**config.mk**
```make
export PLATFORM = sky130hd
export DESIGN_NAME = vec_bitwise_sequencer
export DESIGN_NICKNAME = d
export VERILOG_FILES = /design/src/rtl/vec_bitwise_sequencer.sv
export SDC_FILE = /design/constraint.sdc
export NUM_CORES = 1
export LEC_CHECK = 0
export BUFFER_PORTS_ARGS = -buffer_cell sky130_fd_sc_hd__buf_2
export CAP_MARGIN = 20
export CELL_PAD_IN_SITES_DETAIL_PLACEMENT = 1
export CELL_PAD_IN_SITES_GLOBAL_PLACEMENT = 1
export CORE_AREA = 2 2 110 112
export CTS_CLUSTER_DIAMETER = 150
export DETAILED_ROUTE_END_ITERATION = 6
export DIE_AREA = 0 0 112 114
export HOLD_SLACK_MARGIN = 0.02
export PLACE_DENSITY = 0.8
export SLEW_MARGIN = 20
export SYNTH_ARGS = -nofsm -noshare
export SYNTH_HDL_FRONTEND = slang
export SYNTH_SLANG_ARGS = --single-unit
export TNS_END_PERCENT = 50
```
**constraint.sdc**
```tcl
create_clock -name clk -period 2.8 [get_ports clk]
set_input_delay 0.56 -clock clk [delete_from_list [all_inputs] [get_ports clk]]
set_output_delay 0.56 -clock clk [all_outputs]
set_load 0.02 [all_outputs]
```
**src/rtl/vec_bitwise_sequencer.sv**
```systemverilog
// Issue/sequencing front end for the 32-bit bitwise unit: walks one AND/OR/XOR vector
// instruction at one element per clock. Optional per-element write mask under VSEQ_MASK_EN.
module vec_bitwise_sequencer #(
    parameter int unsigned VLEN_MAX = 32,
    parameter int unsigned IDX_W    = 5,
    parameter int unsigned VREG_W   = 5,
    parameter int unsigned ELEM_W   = 32
) (
    input  logic                    clk,
    input  logic                    reset,
    input  logic                    req_valid,
    output logic                    req_ready,
    input  logic [1:0]              req_op,
    input  logic [VREG_W-1:0]       req_vs1,
    input  logic [VREG_W-1:0]       req_vs2,
    input  logic [VREG_W-1:0]       req_vd,
    input  logic [IDX_W:0]          req_vl,
`ifdef VSEQ_MASK_EN
    input  logic [VLEN_MAX-1:0]     req_mask,
`endif
    output logic                    rf_rd_en,
    output logic [VREG_W+IDX_W-1:0] rf_rd_addr_a,
    output logic [VREG_W+IDX_W-1:0] rf_rd_addr_b,
    input  logic [ELEM_W-1:0]       rf_rd_data_a,
    input  logic [ELEM_W-1:0]       rf_rd_data_b,
    output logic [ELEM_W-1:0]       bu_operand_a,
    output logic [ELEM_W-1:0]       bu_operand_b,
    output logic [1:0]              bu_control,
    input  logic [ELEM_W-1:0]       bu_result,
    output logic                    rf_wr_en,
    output logic [VREG_W+IDX_W-1:0] rf_wr_addr,
    output logic [ELEM_W-1:0]       rf_wr_data,
    output logic                    busy,
    output logic                    done
);

    typedef enum logic [1:0] {StIdle, StRun, StDrain} state_e;

    localparam logic [IDX_W:0]   VlMax  = (IDX_W+1)'(VLEN_MAX);
    localparam logic [IDX_W:0]   VlOne  = (IDX_W+1)'(1);
    localparam logic [IDX_W-1:0] IdxOne = IDX_W'(1);

    state_e              state_q, state_d;
    logic [1:0]          op_q, op_d;
    logic [VREG_W-1:0]   vs1_q, vs1_d, vs2_q, vs2_d, vd_q, vd_d;
    logic [IDX_W:0]      vl_q, vl_d;
    logic [IDX_W-1:0]    idx_q, idx_d, s1_idx_q, s1_idx_d;
    logic                s1_valid_q, s1_valid_d;
    logic [IDX_W:0]      vl_eff;
    logic                last_rd;
`ifdef VSEQ_MASK_EN
    logic [VLEN_MAX-1:0] mask_q, mask_d;
`endif

    assign vl_eff  = (req_vl > VlMax) ? VlMax : req_vl;
    assign last_rd = ({1'b0, idx_q} == (vl_q - VlOne));

    always_comb begin
        state_d    = state_q;
        op_d       = op_q;
        vs1_d      = vs1_q;
        vs2_d      = vs2_q;
        vd_d       = vd_q;
        vl_d       = vl_q;
        idx_d      = idx_q;
        s1_valid_d = 1'b0;
        s1_idx_d   = idx_q;
`ifdef VSEQ_MASK_EN
        mask_d     = mask_q;
`endif
        unique case (state_q)
            StIdle: begin
                if (req_valid) begin
                    op_d    = req_op;
                    vs1_d   = req_vs1;
                    vs2_d   = req_vs2;
                    vd_d    = req_vd;
                    vl_d    = vl_eff;
                    idx_d   = '0;
`ifdef VSEQ_MASK_EN
                    mask_d  = req_mask;
`endif
                    state_d = (vl_eff == '0) ? StDrain : StRun;
                end
            end
            StRun: begin
                s1_valid_d = 1'b1;
                // Hold idx on the last read so it never wraps when vl_eff == VLEN_MAX.
                if (last_rd) begin
                    state_d = StDrain;
                end else begin
                    idx_d = idx_q + IdxOne;
                end
            end
            StDrain: state_d = StIdle;
            default: state_d = StIdle;
        endcase
    end

    always_ff @(posedge clk) begin
        if (reset) begin
            state_q    <= StIdle;
            op_q       <= '0;
            vs1_q      <= '0;
            vs2_q      <= '0;
            vd_q       <= '0;
            vl_q       <= '0;
            idx_q      <= '0;
            s1_valid_q <= 1'b0;
            s1_idx_q   <= '0;
`ifdef VSEQ_MASK_EN
            mask_q     <= '0;
`endif
        end else begin
            state_q    <= state_d;
            op_q       <= op_d;
            vs1_q      <= vs1_d;
            vs2_q      <= vs2_d;
            vd_q       <= vd_d;
            vl_q       <= vl_d;
            idx_q      <= idx_d;
            s1_valid_q <= s1_valid_d;
            s1_idx_q   <= s1_idx_d;
`ifdef VSEQ_MASK_EN
            mask_q     <= mask_d;
`endif
        end
    end

    // Address/data outputs are forced to zero whenever their strobe stage is inactive.
    always_comb begin
        req_ready    = (state_q == StIdle);
        busy         = (state_q != StIdle);
        done         = (state_q == StDrain);
        rf_rd_en     = (state_q == StRun);
        rf_rd_addr_a = rf_rd_en ? {vs1_q, idx_q} : '0;
        rf_rd_addr_b = rf_rd_en ? {vs2_q, idx_q} : '0;
        bu_operand_a = s1_valid_q ? rf_rd_data_a : '0;
        bu_operand_b = s1_valid_q ? rf_rd_data_b : '0;
        bu_control   = s1_valid_q ? op_q : 2'b00;
`ifdef VSEQ_MASK_EN
        rf_wr_en     = s1_valid_q & mask_q[s1_idx_q];
`else
        rf_wr_en     = s1_valid_q;
`endif
        rf_wr_addr   = s1_valid_q ? {vd_q, s1_idx_q} : '0;
        rf_wr_data   = s1_valid_q ? bu_result : '0;
    end

endmodule

```
==> results.md <==
* Outcome: finished, final reports clean
* H-tree Lvls at 2
* Routed WL at 12140 µm
* Data required time of the worst path at 2.24 ns
* Worst path bufs/invs at 2
* Leakage at 0.002238 µW
* Tmin final at 2.387 ns
* Routed len/inst at 16.68 µm
* Post-synthesis cell type count at 39
* Synthesized cell area at 0.002476 mm²
* Die height at 114 µm
* CTS Buffer Depth at 2
* Hpwl dp at 10150 µm
* Register area share after synthesis at 29.11%
* Cells after synthesis at 341
* Total GRT Usage at 18.35%
* Post-route ant nets at 0
* Vias at 3264
* Die Span X at 112 µm
* Clock latency on the worst-skew pair at 0.28 ns
* Clock Skews at 0.005420 ns
* Slew Limit Fails at 0
* Fin. Hold Viols at 0
* Gr ovfl total at 0
* Net Count, Synth at 465
* Power Density at 382.6 mW/mm²
* DRT Pass-1 Iters at 4
* Vias in the first global route at 3312
* RSZ-0062 raised after global routing: no
* Ys async rst share at 0%
* Design area at 0.003996 mm²
* Routed met2 length at 5949 µm
* Pin count of the biggest net entering global routing at 69
* I/O pin cnt at 255
* Total negative slack at 0 ns
* Max layer used: met5
* FF+latch count, synth at 36
* First-pass GRT wire length at 18370 µm
* Slew @ Worst Pin at 0.7255 ns
* Crit path max-delay family: buffers and inverters
* CTS Buf Count at 5
* Cts hold-fix bufs at 0
* Final net count at 701
* Area growth, synth to finish at 61.39%
* Number of fill cells at 1537
* Initial Utilization at 21.14%
* Clock transition at path regs at 0.06 ns
* Synth warn at 0
* Clk sink count at 36
* Slew headroom at 51.58%
* Layout cells sized above 1 at 47.40%
* Root Buffer: clkbuf_16
* Worst IR Drop VDD at 238.5 µV
* Commonest cells after routing, fill and taps aside: buf_2, and2_1, nand2_1
* Crit path kind: reg -> out
* Max Cap Viol at 0
* CTS tree: built
* Placed Area at 0.003845 mm²
* Post-synth top flop: dfxtp_1
* Synth top area share at 31.08%
* Post-synth EDFFs at 0
* Met1 wire length at 5059 µm
* Critical path arrival at 1.83 ns
* Hold Path Class: reg -> reg
* Hold_ws at 0.4605 ns
* Core box area at 0.01171 mm²
* Buffers on Ports at 254
* Critical path launch point type: flop
* Layout Utilization at 34.12%
* Post-CTS setup buffers at 0
* Slowest Stage Delay on Critical Path at 0.55 ns
* Max Clk Rate at 419.0 MHz
* Crit. End Element: output port
* Synthesized area per cell at 7.261 µm²
* Initial antenna violation count at 8
* Placer Congestion at 0.8767
* Vias per cell at 4.484
* Initial drt markers at 134
* Tcrit/Tclk final at 85.23%
* Wire length on met3 at 833 µm
* # setup viols final at 0
* Post_cts resized at 0
* Slowest-stage cell, CP: inv_1
* Most common cell after layout, fill and taps aside: buf_2
* Cell Chain, Critical Path: nand2b_1, inv_1, and2_1, buf_2
* Synth area leader: and2_1
* DRC violations left at 0
* Max FO, Critical Path at 19
* Synth area leaders: and2_1, dfxtp_1, nand2_1, a21oi_1, clkbuf_1
* Full die area at 0.01277 mm²
* Row Count at 40
[synth_stat cells (2+ instances only)]
master    count
nand4_1       5
xor2_1        2
nor3b_1       2
nand2b_1      3
a21oi_1      26
a31oi_1       4
dfxtp_1      36
ha_1          2
xnor2_1       4
buf_4         5
nor2b_1       5
nand3b_1      5
nand3_1       7
o211ai_1      3
nand2_1      46
or3_1         2
nor3_1        4
nor2_1        9
clkbuf_1     23
inv_1         7
and2_1      123
[layout make-up]
class | instances | area, µm² | area share (%)
diodes | 3 | 7.507 | 0.1879
repair buffers | 258 | 1314 | 32.87
inverters | 7 | 26.28 | 0.6575
well taps | 147 | 183.9 | 4.602
multi-input cells | 269 | 1599 | 40.01
clock inverters | 3 | 18.77 | 0.4696
clock buffers | 5 | 125.1 | 3.131
flip-flops and latches | 36 | 721.9 | 18.07
[metrics by stage]
step / power (µW) / setup slack [ns] / std cells
3_5_place_dp: 1000 / 0.6275 / 717
6_report: 1529 / 0.4135 / 728
5_1_grt: 1619 / 0.2746 / 728
2_1_floorplan: 807.2 / 0.7011 / 341
3_3_place_gp: 986.4 / 0.7035 / 717
4_1_cts: 1550 / 0.3645 / 725
[worst reg2reg max path, stage by stage, from the launching register on]
cell and delay [ns]:
dfxtp_1 0.36, or4_4 0.56, or3_4 0.35, and2_1 0.24, o2111a_1 0.26, a211o_1 0.28
[flip-flops by register name, indices dropped and copies added (netlist names), 2 cells and up]
name      flops
vl_q          6
vs1_q         5
state_q       2
s1_idx_q      5
op_q          2
vd_q          5
idx_q         5
vs2_q         5
[report_power, final]
group | switching, µW | internal (µW)
logic | 239 | 175
registers | 30.6 | 539
clock network | 217 | 328
[cell families after synthesis]
| logic type | synth area share (%) |
|---|---|
| simple gates | 50.38 |
| compound gates | 9.550 |
| fa+ha+maj | 1.010 |
| flops | 29.11 |
| buf+inv | 6.519 |
| mux | 0.4043 |
| xor+xnor | 3.032 |
[path summary, 6_finish.rpt]
kind / from / to / slack [ns] / cells after the start
max: state_q[0]$_SDFFE_PP0P_ / rf_rd_addr_b[1] / 0.41 / 4
min: op_q[0]$_SDFFE_PP0P_ / op_q[0]$_SDFFE_PP0P_ / 0.46 / 2
min reg2reg: op_q[0]$_SDFFE_PP0P_ / op_q[0]$_SDFFE_PP0P_ / 0.46 / 2
max reg2reg: vl_q[0]$_SDFFE_PP0P_ / idx_q[4]$_SDFFE_PP0P_ / 0.63 / 5
[layer usage]
layer | global-route usage [%] | vias to the layer above
met1 | 23.05 | 1530
met4 | 6.179 | 4
met2 | 31.47 | 135
met5 | 0 | -
li1 | - | 1575
met3 | 3.826 | 20
Note: power is estimated with default switching activity, not from simulation.
